### src/rtl/pkt_filter_pkg.sv
// Shared types for the packet filter engine: protocol codes, rule table
// entries, queued header records and FSM state encoding, plus the rule
// match helpers used by the engine.
package pkt_filter_pkg;

    typedef enum logic [1:0] {
        PROTO_NONE = 2'b00,
        PROTO_TCP  = 2'b01,
        PROTO_UDP  = 2'b10,
        PROTO_ANY  = 2'b11
    } proto_e;

    typedef struct packed {
        logic        valid;
        logic [31:0] dst_ip;
        logic [31:0] dst_mask;
        logic [15:0] dst_port;
        proto_e      proto;
        logic        accept;
    } rule_t;

    typedef struct packed {
        logic [31:0] src_ip;
        logic [31:0] dst_ip;
        logic [15:0] src_port;
        logic [15:0] dst_port;
        proto_e      proto;
    } hdr_t;

    typedef enum logic [1:0] {
        IDLE  = 2'd0,
        MATCH = 2'd1,
        EMIT  = 2'd2
    } state_e;

    // PROTO_ANY accepts either transport; every other code needs an exact match,
    // so a PROTO_NONE rule only catches packets that are neither TCP nor UDP.
    function automatic logic proto_match(input proto_e rule_proto, input proto_e pkt_proto);
        if (rule_proto == PROTO_ANY)
            return (pkt_proto == PROTO_TCP) || (pkt_proto == PROTO_UDP);
        return rule_proto == pkt_proto;
    endfunction

    // A port value of zero in the rule acts as a wildcard.
    function automatic logic rule_hit(input logic        r_valid,
                                      input logic [31:0] r_ip,
                                      input logic [31:0] r_mask,
                                      input logic [15:0] r_port,
                                      input proto_e      r_proto,
                                      input logic [31:0] p_ip,
                                      input logic [15:0] p_port,
                                      input proto_e      p_proto);
        return r_valid
            && ((p_ip & r_mask) == (r_ip & r_mask))
            && ((r_port == 16'd0) || (r_port == p_port))
            && proto_match(r_proto, p_proto);
    endfunction

endpackage

### src/rtl/pkt_filter_fifo.sv
// Synchronous FIFO of parsed headers. The head entry is visible on pop_data
// whenever the queue is non-empty; push is ignored when full and pop when empty.
module pkt_filter_fifo
    import pkt_filter_pkg::*;
#(
    parameter int DEPTH = 4
) (
    input  logic clk,
    input  logic rst_n,
    input  logic push,
    input  hdr_t push_data,
    input  logic pop,
    output hdr_t pop_data,
    output logic full,
    output logic empty
);

    localparam int AW = $clog2(DEPTH);

    hdr_t           mem [DEPTH];
    logic [AW:0]    wr_ptr;
    logic [AW:0]    rd_ptr;

    // Extra pointer bit distinguishes full from empty when the indices coincide.
    assign empty    = (wr_ptr == rd_ptr);
    assign full     = (wr_ptr[AW] != rd_ptr[AW]) && (wr_ptr[AW-1:0] == rd_ptr[AW-1:0]);
    assign pop_data = mem[rd_ptr[AW-1:0]];

    // Entry storage, no reset needed: occupancy is tracked by the pointers.
    always_ff @(posedge clk) begin
        if (push && !full)
            mem[wr_ptr[AW-1:0]] <= push_data;
    end

    // Read and write pointer advance.
    always_ff @(posedge clk or negedge rst_n) begin
        if (!rst_n) begin
            wr_ptr <= '0;
            rd_ptr <= '0;
        end else begin
            if (push && !full)
                wr_ptr <= wr_ptr + 1'b1;
            if (pop && !empty)
                rd_ptr <= rd_ptr + 1'b1;
        end
    end

endmodule

### src/rtl/pkt_filter_engine.sv
// Packet filter engine: queues parser results, walks the rule table one entry
// per cycle with a fixed latency and presents an accept/drop decision on a
// valid/ready port, keeping saturating statistics.
// Optional per-rule hit counters are built when PKT_FILTER_HIT_CNT_EN is defined.
module pkt_filter_engine
    import pkt_filter_pkg::*;
#(
    parameter int NUM_RULES  = 4,
    parameter int FIFO_DEPTH = 4,
    parameter int CNT_W      = 16
) (
    input  logic                         clk,
    input  logic                         rst_n,
    input  logic [31:0]                  src_ip,
    input  logic [31:0]                  dst_ip,
    input  logic [15:0]                  src_port,
    input  logic [15:0]                  dst_port,
    input  logic                         is_tcp,
    input  logic                         is_udp,
    input  logic                         checksum_ok,
    input  logic                         parser_done,
    input  logic                         parser_error,
    input  logic                         cfg_we,
    input  logic [$clog2(NUM_RULES)-1:0] cfg_idx,
    input  logic                         cfg_rule_valid,
    input  logic [31:0]                  cfg_dst_ip,
    input  logic [31:0]                  cfg_dst_mask,
    input  logic [15:0]                  cfg_dst_port,
    input  logic [1:0]                   cfg_proto,
    input  logic                         cfg_accept,
    input  logic                         cfg_default_accept,
    output logic                         cfg_ready,
    output logic                         dec_valid,
    input  logic                         dec_ready,
    output logic                         dec_accept,
    output logic                         dec_hit,
    output logic [$clog2(NUM_RULES)-1:0] dec_rule,
    output logic [31:0]                  dec_src_ip,
    output logic [31:0]                  dec_dst_ip,
    output logic [15:0]                  dec_src_port,
    output logic [15:0]                  dec_dst_port,
    output logic [CNT_W-1:0]             cnt_accept,
    output logic [CNT_W-1:0]             cnt_drop,
    output logic [CNT_W-1:0]             cnt_bad,
    output logic [CNT_W-1:0]             cnt_ovf,
    input  logic [$clog2(NUM_RULES)-1:0] hit_cnt_idx,
    output logic [CNT_W-1:0]             hit_cnt
);

    localparam int IDX_W = $clog2(NUM_RULES);
    localparam logic [IDX_W-1:0] LAST_IDX = IDX_W'(NUM_RULES - 1);

    localparam logic [1:0] S_IDLE  = IDLE;
    localparam logic [1:0] S_MATCH = MATCH;
    localparam logic [1:0] S_EMIT  = EMIT;

    function automatic logic [CNT_W-1:0] sat_inc(input logic [CNT_W-1:0] v);
        return (&v) ? v : v + 1'b1;
    endfunction

    logic [1:0]       state;
    logic [IDX_W-1:0] rule_idx;
    logic             hit_q;
    logic [IDX_W-1:0] hit_rule_q;
    logic             hit_acc_q;
    hdr_t             work_q;
    rule_t            rules [NUM_RULES];

    hdr_t   push_hdr;
    hdr_t   fifo_head;
    logic   fifo_full;
    logic   fifo_empty;
    logic   fifo_push;
    logic   fifo_pop;
    logic   pkt_bad;
    logic   cfg_wr;
    logic   dec_fire;
    logic   cur_hit;
    rule_t  cur_rule;
    proto_e pkt_proto;

    assign pkt_bad   = parser_error || !checksum_ok;
    assign pkt_proto = is_tcp ? PROTO_TCP : (is_udp ? PROTO_UDP : PROTO_NONE);
    assign push_hdr  = '{src_ip: src_ip, dst_ip: dst_ip, src_port: src_port,
                         dst_port: dst_port, proto: pkt_proto};
    assign fifo_push = parser_done && !pkt_bad;
    assign fifo_pop  = (state == S_IDLE) && !fifo_empty;
    assign cfg_ready = (state == S_IDLE);
    assign cfg_wr    = cfg_we && cfg_ready;
    assign dec_fire  = (state == S_EMIT) && dec_ready;

    assign cur_rule = rules[rule_idx];
    assign cur_hit  = rule_hit(cur_rule.valid, cur_rule.dst_ip, cur_rule.dst_mask,
                               cur_rule.dst_port, cur_rule.proto,
                               work_q.dst_ip, work_q.dst_port, work_q.proto);

    pkt_filter_fifo #(.DEPTH(FIFO_DEPTH)) u_fifo (
        .clk       (clk),
        .rst_n     (rst_n),
        .push      (fifo_push),
        .push_data (push_hdr),
        .pop       (fifo_pop),
        .pop_data  (fifo_head),
        .full      (fifo_full),
        .empty     (fifo_empty)
    );

    // Rule table writes, accepted only while the matcher is idle.
    always_ff @(posedge clk or negedge rst_n) begin
        if (!rst_n) begin
            for (int i = 0; i < NUM_RULES; i++)
                rules[i] <= '0;
        end else if (cfg_wr) begin
            rules[cfg_idx] <= '{valid: cfg_rule_valid, dst_ip: cfg_dst_ip,
                                dst_mask: cfg_dst_mask, dst_port: cfg_dst_port,
                                proto: proto_e'(cfg_proto), accept: cfg_accept};
        end
    end

    // Working header: loaded from the queue head when the matcher starts.
    always_ff @(posedge clk) begin
        if (fifo_pop)
            work_q <= fifo_head;
    end

    // Matcher FSM: pop, scan every rule in order, then hold the decision.
    always_ff @(posedge clk or negedge rst_n) begin
        if (!rst_n) begin
            state        <= S_IDLE;
            rule_idx     <= '0;
            hit_q        <= 1'b0;
            hit_rule_q   <= '0;
            hit_acc_q    <= 1'b0;
            dec_valid    <= 1'b0;
            dec_accept   <= 1'b0;
            dec_hit      <= 1'b0;
            dec_rule     <= '0;
            dec_src_ip   <= '0;
            dec_dst_ip   <= '0;
            dec_src_port <= '0;
            dec_dst_port <= '0;
        end else begin
            case (state)
                S_IDLE: begin
                    if (!fifo_empty) begin
                        state      <= S_MATCH;
                        rule_idx   <= '0;
                        hit_q      <= 1'b0;
                        hit_rule_q <= '0;
                        hit_acc_q  <= 1'b0;
                    end
                end
                S_MATCH: begin
                    // Only the first hit is kept; the scan always runs to the end.
                    if (cur_hit && !hit_q) begin
                        hit_q      <= 1'b1;
                        hit_rule_q <= rule_idx;
                        hit_acc_q  <= cur_rule.accept;
                    end
                    rule_idx <= rule_idx + 1'b1;
                    if (rule_idx == LAST_IDX) begin
                        state        <= S_EMIT;
                        dec_valid    <= 1'b1;
                        dec_hit      <= hit_q || cur_hit;
                        dec_rule     <= hit_q ? hit_rule_q : (cur_hit ? rule_idx : '0);
                        dec_accept   <= hit_q ? hit_acc_q
                                              : (cur_hit ? cur_rule.accept : cfg_default_accept);
                        dec_src_ip   <= work_q.src_ip;
                        dec_dst_ip   <= work_q.dst_ip;
                        dec_src_port <= work_q.src_port;
                        dec_dst_port <= work_q.dst_port;
                    end
                end
                S_EMIT: begin
                    if (dec_ready) begin
                        state     <= S_IDLE;
                        dec_valid <= 1'b0;
                    end
                end
                default: begin
                    state     <= S_IDLE;
                    dec_valid <= 1'b0;
                end
            endcase
        end
    end

    // Saturating statistics: capture-side rejects and emitted decisions.
    always_ff @(posedge clk or negedge rst_n) begin
        if (!rst_n) begin
            cnt_accept <= '0;
            cnt_drop   <= '0;
            cnt_bad    <= '0;
            cnt_ovf    <= '0;
        end else begin
            if (parser_done) begin
                if (pkt_bad)
                    cnt_bad <= sat_inc(cnt_bad);
                else if (fifo_full)
                    cnt_ovf <= sat_inc(cnt_ovf);
            end
            if (dec_fire) begin
                if (dec_accept)
                    cnt_accept <= sat_inc(cnt_accept);
                else
                    cnt_drop <= sat_inc(cnt_drop);
            end
        end
    end

`ifdef PKT_FILTER_HIT_CNT_EN
    logic [CNT_W-1:0] hit_cnt_q [NUM_RULES];

    // Per-rule hit counters; rewriting a rule restarts its count.
    always_ff @(posedge clk or negedge rst_n) begin
        if (!rst_n) begin
            for (int i = 0; i < NUM_RULES; i++)
                hit_cnt_q[i] <= '0;
        end else begin
            if (cfg_wr)
                hit_cnt_q[cfg_idx] <= '0;
            if (dec_fire && dec_hit)
                hit_cnt_q[dec_rule] <= sat_inc(hit_cnt_q[dec_rule]);
        end
    end

    assign hit_cnt = hit_cnt_q[hit_cnt_idx];
`else
    logic unused_hit_cnt_idx;
    assign unused_hit_cnt_idx = ^hit_cnt_idx;
    assign hit_cnt = '0;
`endif

endmodule

### config.mk
export PLATFORM = sky130hd
export DESIGN_NAME = pkt_filter_engine
export DESIGN_NICKNAME = d
export VERILOG_FILES = /design/src/rtl/pkt_filter_pkg.sv /design/src/rtl/pkt_filter_fifo.sv /design/src/rtl/pkt_filter_engine.sv
export SDC_FILE = /design/constraint.sdc
export NUM_CORES = 1
export LEC_CHECK = 0
export ABC_AREA = 1
export BUFFER_PORTS_ARGS = -buffer_cell sky130_fd_sc_hd__buf_2
export CORE_MARGIN = 2
export CORE_UTILIZATION = 59
export CTS_CLUSTER_SIZE = 12
export DETAILED_ROUTE_END_ITERATION = 12
export MAX_ROUTING_LAYER = met4
export PLACE_DENSITY = 0.84
export SYNTH_ARGS = -nofsm -noshare
export SYNTH_HDL_FRONTEND = slang
export SYNTH_SLANG_ARGS = --single-unit
### constraint.sdc
create_clock -name clk -period 8.6 [get_ports clk]
set_clock_uncertainty 0.2 [all_clocks]
set_input_delay 0.43 -clock clk [delete_from_list [all_inputs] [get_ports clk]]
set_output_delay 0.43 -clock clk [all_outputs]
set_load 0.03 [all_outputs]
# Yosys cells after proc, flatten, opt, wreduce, memory -nomap -nowiden
# Memory sizes are Yosys's and may differ from the RTL's. A register that Yosys moved wholly into a read port is not among the register bits.
# Cells that the tools add are included.
# Widths: inputs -> output; s select.
[totals] romBits=0 in_bits=194 mem_count=1 latch_bits=0 ff_bits=515 mem_bits_rw=392 output_inout_bits=182 wordCells=151
[op_classes] bitwise_logic=11 n_lt_le_gt_ge=3 eq_ne=16 n_mux=33 shift=0 reduce_logical=37 addsub=7 mul=0 div_mod_pow=0
[memory_table] name="u_fifo.mem" words=4 word_bits=98 rd=1 rd_clocked_by_memory_dff=1 wr=1 line_no="pkt_filter_fifo.sv:20" source="hdr_t mem [DEPTH];"
[ops] operator="$bwmux 336" count=1
[ops] operator="$mux 84" count=3
[ops] operator="$bmux 84 s2" count=1
[ops] operator="$demux 84 s2" count=1
[ops] operator="$add 16x1->16 const B" count=4
[ops] operator="$and 32x32->32" count=2
[ops] operator="$reduce_and 16->1" count=4
[ops] operator="$eq 32x32->1" count=1
[ops] operator="$mux 2" count=9
[ops] operator="$reduce_and 3->1" count=6
[ops] operator="$eq 16x16->1" count=1
[ops] operator="$logic_not 16->1" count=1
[ops] operator="$logic_and 1x1->1" count=12
[ops] operator="$mux 1" count=12
[ops] operator="$eq 2x2->1 const B" count=4
[ops] operator="$ne 2x2->1 const B" count=4
[ops] operator="$pmux 2 s2" count=2
[ops] operator="$not 1->1" count=7
[ops] operator="$add 3x1->3 const B" count=2
[ops] operator="$ge 3x3->1 const B" count=2
[ops] operator="$not 2->3" count=2
[ops] operator="$pmux 2 s3" count=1
[ops] operator="$logic_not 1->1" count=5
[ops] operator="$eq 2x1->1 const B" count=2
[ops] operator="12 further kinds" count=18

# Longest topological paths before layout
[logic_depth] depth_word=12 depth_mapped=20 depth_no_buf=18

# Modules after synthesis
# A second synthesis with hierarchy kept.
[hier_totals] cells_unflattened=3990 area_unflattened_um2=40970.5
[modules_own_cells] module="pkt_filter_engine" n_inst=1 area_per_inst_um2=26026.2 seq_area_each_um2=15680.0 cells_per_inst=2982
[modules_own_cells] module="pkt_filter_fifo" n_inst=1 area_per_inst_um2=14944.3 seq_area_each_um2=11921.4 cells_per_inst=1008

# Worst setup path before layout
# OpenSTA, ideal clock, no wires.
[synth_path] path_kind="register -> register" from="register u_fifo.rd_ptr[1]" to="memory u_fifo.mem[3][0] (netlist name) (enable)" synth_period_minus_slack_ns=5.939 arrival_ns=5.180 n_path_buf=1 stages_incl_launch_ff=6 setup_time_ns=0.559 slack_ns=2.661 required_time_ns=7.841 cell_sequence="dfrtp_1 -> buf_2 -> xnor2_1 -> nand3_1 -> nand4_1 -> nor2_1"
[synth_via] elab_chain_cells=6
[synth_rtl] item="from (decl)" line_no="pkt_filter_fifo.sv:22" source="logic [AW:0] rd_ptr;"
[synth_rtl] item="from (signal assigned)" line_no="pkt_filter_fifo.sv:44" source="rd_ptr <= rd_ptr + 1'b1;"
[synth_rtl] item="$eq 2x2->1" line_no="pkt_filter_fifo.sv:26" source="assign full = (wr_ptr[AW] != rd_ptr[AW]) && (wr_ptr[AW-1:0] == rd_ptr[AW-1:0]);"
[synth_rtl] item="$logic_and 1x1->1" line_no="pkt_filter_fifo.sv:26"
[synth_rtl] item="$logic_not 1->1" line_no="pkt_filter_fifo.sv:31" source="if (push && !full)"
[synth_rtl] item="$logic_and 1x1->1" line_no="pkt_filter_fifo.sv:31"
[synth_rtl] item="$mux 1" line_no="pkt_filter_fifo.sv:31"
[synth_rtl] item="$mux 1 (not written as such)" line_no="pkt_filter_fifo.sv:32" source="mem[wr_ptr[AW-1:0]] <= push_data;"
[synth_rtl] item="to (decl)" line_no="pkt_filter_fifo.sv:20"
# No other way between the ends.

# Final worst setup path
[layout_path] from="register rule_idx[0]" to="register hit_acc_q"
[layout_via] elab_chain_cells=12 elab_cells_between_ends=22 classes_between="eq/ne (5); mux (7); bitwise (3); reduce/logical (7)"
[layout_rtl] item="from (decl)" line_no="pkt_filter_engine.sv:62" source="logic [IDX_W-1:0] rule_idx;"
[layout_rtl] item="from (signal assigned)" line_no="pkt_filter_engine.sv:160" source="rule_idx <= rule_idx + 1'b1;"
[layout_rtl] item="$not 2->3 (not written as such) *" line_no="pkt_filter_engine.sv:92" source="assign cur_rule = rules[rule_idx];"
[layout_rtl] item="$bmux 84 s2 *" line_no="pkt_filter_engine.sv:92"
[layout_rtl] item="$mux 84 (not written as such) * (2 in a row)" line_no="pkt_filter_engine.sv:92"
[layout_rtl] item="$and 32x32->32" line_no="pkt_filter_pkg.sv:54" source="&& ((p_ip & r_mask) == (r_ip & r_mask))"
[layout_rtl] item="$eq 32x32->1" line_no="pkt_filter_pkg.sv:54"
[layout_rtl] item="$logic_and 1x1->1" line_no="pkt_filter_pkg.sv:54"
[layout_rtl] item="$logic_and 1x1->1" line_no="pkt_filter_pkg.sv:55" source="&& ((r_port == 16'd0) || (r_port == p_port))"
[layout_rtl] item="$logic_and 1x1->1" line_no="pkt_filter_pkg.sv:56" source="&& proto_match(r_proto, p_proto);"
[layout_rtl] item="$logic_and 1x1->1" line_no="pkt_filter_engine.sv:155" source="if (cur_hit && !hit_q) begin"
[layout_rtl] item="$ne 2x2->1 (no source line)"
[layout_rtl] item="$reduce_and 3->1 (no source line)"
[layout_rtl] item="to (signal assigned)" line_no="pkt_filter_engine.sv:158" source="hit_acc_q <= cur_rule.accept;"
[layout_rtl] item="to (decl)" line_no="pkt_filter_engine.sv:65" source="logic hit_acc_q;"
# Every way passes the cells marked *; elsewhere a longest branch is shown, timed or not. The select of a mux whose other input is x is not followed.
# A chain may end at the register's enable or synchronous reset.

==> results.txt <==
status - complete, no violations
synth unique cells - 44
Placed Cells - 5,032
HP Class - primary input to flip-flop
CTS-repair resized insts - 0
fin cells - 5,415
first-pass GRT wire length - 166.8 mm
top_reg_cell synth - dfrtp_1
CP Max Fanout - 67
Core ar. - 68,470 um^2
clock insertion delay at the later pin of the skew report - 0.66 ns
drt first pass iters - 7
RSZ-0062 raised after global routing - no
max_cap viols - 0
Mapped Cells - 3,964
Placer Congestion - 0.8923
pin count of the biggest net entering global routing - 171
register area - 27,610 um^2
DPL Wire Length - 62.12 mm
max-slew violation count - 0
Root Buffer - clkbuf_16
post-route ant nets - 0
relative slew slack - 23.70%
routed wire length per instance - 20.20 um
Global Route Usage Sum - 31.29%
top cells by area, synth - edfxtp_1 (36%), dfrtp_1 (32%), nand2_1 (11%)
die width - 266.8 um
clk sinks - 1,005
syn_area_per_cell - 10.28 um^2
actual slew at the worst max-slew pin - 1.142 ns
worst endpoint required time - 8.94 ns
crit path from - rule_idx[0]
share of cells above drive strength 1 - 12.18%
multi-input logic area - 11,560 um^2
Worst setup EP type - flip-flop
vias per cell - 5.810
filler cell count - 4,524
DIE HEIGHT - 266.8 um
Yosys warning count - 0
CTS H-tree depth - 3
initial antenna violation count - 8
Data arrival, critical path - 4.89 ns
Pwr Density - 363.3 nW/um^2
nets - 4,644
Initial DRC Count - 3,807
routed wire length - 109.4 mm
CTS tree - done
CTS Buf Count - 101
Rows - 96
GRT overflow - 0
synthesized area - 40,740 um^2
Seq cells post-synth - 1,005
vias in the first global route - 30,323
Reg clk slew, reported paths - 0.06 ns
Die Area - 71,170 um^2
I/O pins - 376
min Tclk post-route - 4.546 ns
buffer levels on the longest clock path - 3
final cycle utilization of the critical path - 52.86%
crit start category - flip-flop
drt drc - 0
largest area contributor in the netlist - edfxtp_1
RR Startpoint - rule_idx[0]
area grow syn2layout - 17.98%
WHS Path Cells - 5
Lkg Pwr - 21.53 nW
Final Hold Fails - 0
Min-Delay Startpoint - parser_done
I/O Buffers - 357
fmax - 220.0 MHz
Setup CP Type - flip-flop to flip-flop
Synth top area share - 36.12%
peak supply drop - 0.2596 mV
hold_buf cts - 187
R2R depth - 17
Post-CTS Repair Setup Buffers - 0
DR vias - 31,459
Final TNS setup - 0 ns
Starting Density - 59.50%
Post-synth EDFFs - 490
FFs w/ async S/R, synth - 51.24%
setup violators final - 0
register area share after synthesis - 67.75%
## flip-flops by register name (all words and copies together) (netlist names)
signal / count
u_fifo.rd_ptr: 3
cnt_ovf: 16
dec_hit: 1
dec_src_port: 16
u_fifo.wr_ptr: 3
state: 2
dec_src_ip: 32
dec_dst_port: 16
hit_rule_q: 2
rule_idx: 2
dec_valid: 1
rules: 336
cnt_drop: 16
u_fifo.mem: 392
cnt_accept: 16
hit_q: 1
work_q: 98
hit_acc_q: 1
dec_accept: 1
dec_dst_ip: 32
cnt_bad: 16
dec_rule: 2
## cell type report
cell class / count / area share, %
Antenna cell: 11 / 0.05727
Clock buffer: 166 / 6.146
Clock inverter: 19 / 0.3176
Inverter: 192 / 1.525
Multi-Input combinational cell: 2567 / 24.04
Sequential cell: 1005 / 57.45
Tap cell: 882 / 2.296
Timing Repair Buffer: 573 / 8.164
## Yosys cell counts, types with 2 or more instances
cell type and count:
nand2_1 1245, o21ai_0 590, dfrtp_1 515, edfxtp_1 490
nor2_1 285, inv_1 189, nand3_1 177, clkbuf_1 156
o22ai_1 99, xor2_1 46, buf_4 28, xnor2_1 23
buf_2 22, nor3_1 17, nand4_1 11, ha_1 10
a21oi_1 9, buf_6 7, o21ai_1 7, nor4_1 4
nand3b_1 3, nor3b_1 3, or2_2 3, a21boi_1 2
nand2_2 2, nand3_2 2, nor2_2 2
## worst paths after layout
kind	to	slack (ns)
min in group asynchronous	dec_src_port[14]	0.18
max in group asynchronous	cnt_drop[7]	5.97
hold / removal	cnt_bad[0]	0.12
hold reg to reg	dec_src_port[8]	0.25
setup reg to reg	hit_acc_q	4.05
setup / recovery	hit_acc_q	4.05
## kinds of logic after synthesis
family          after synthesis  synth area share (%)
buf+inv                     407                 4.238
simple gates               1759                 17.07
mux                           1               0.02764
other cells                   1              0.009205
xor+xnor                     69                 1.483
fa+ha+maj                    10                0.3071
compound gates              712                 9.107
flops                      1005                 67.75
## cell usage in the layout (no fill, tap or decap), drive strengths merged, types with 15 or more instances in the layout
cell type    instances
xor2                46
buf                386
dfrtp              515
xnor2               23
inv                195
clkinv              15
conb                16
nor3                17
nor2               288
dlygate4sd3        187
o22ai               99
edfxtp             490
clkbuf             166
o21ai              597
nand3              179
nand2             1247
## through the flow
stage	worst slack, ns	power [W]	hold WS, ns	util, %	instance area [um^2]
2_1_floorplan	2.661	0.01129	-0.06559	-	40790
3_3_place_gp	4.309	0.01277	0.2279	62.89	43060
3_5_place_dp	4.249	0.01303	0.2322	62.89	43060
4_1_cts	4.256	0.01730	0.08078	70.16	48040
5_1_grt	3.822	0.01840	0.1613	70.19	48060
6_report	4.054	0.01746	0.1189	70.20	48060
## metal layers
metal  vias to the layer above  routed length [um]  part of all wire (%)  track usage (%)
li1                      14163                   -                     -                -
met1                     15290               42510                    39            40.50
met2                      1688               52690                    48            49.09
met3                       318               10200                   9.3            5.766
met4                         0                3997                   3.7            13.21
met5                         -                   0                     0                -
## worst max-delay path, stage by stage, from the launching register on
cell	delay [ns]
dfrtp_4	0.90
buf_4	0.63
buf_4	0.74
nand2_1	0.19
nand3_1	0.15
nand2_1	0.07
nand2_1	0.11
nand2_1	0.06
nor2_1	0.14
nand2_1	0.07
nor2_1	0.18
nand2_1	0.07
nand2_1	0.21
nand2_1	0.14
nor2_4	0.19
nand3_2	0.14
nand3_1	0.11
nand2_1	0.07
## power breakdown
group	switching [W]	total (W)	internal, W
sequential	0.00102	0.00772	0.00670
combinational	0.00388	0.00556	0.00168
clock	0.00181	0.00418	0.00237
total	0.00671	0.0175	0.0107
No activity file was read; power rests on OpenSTA's default activity.
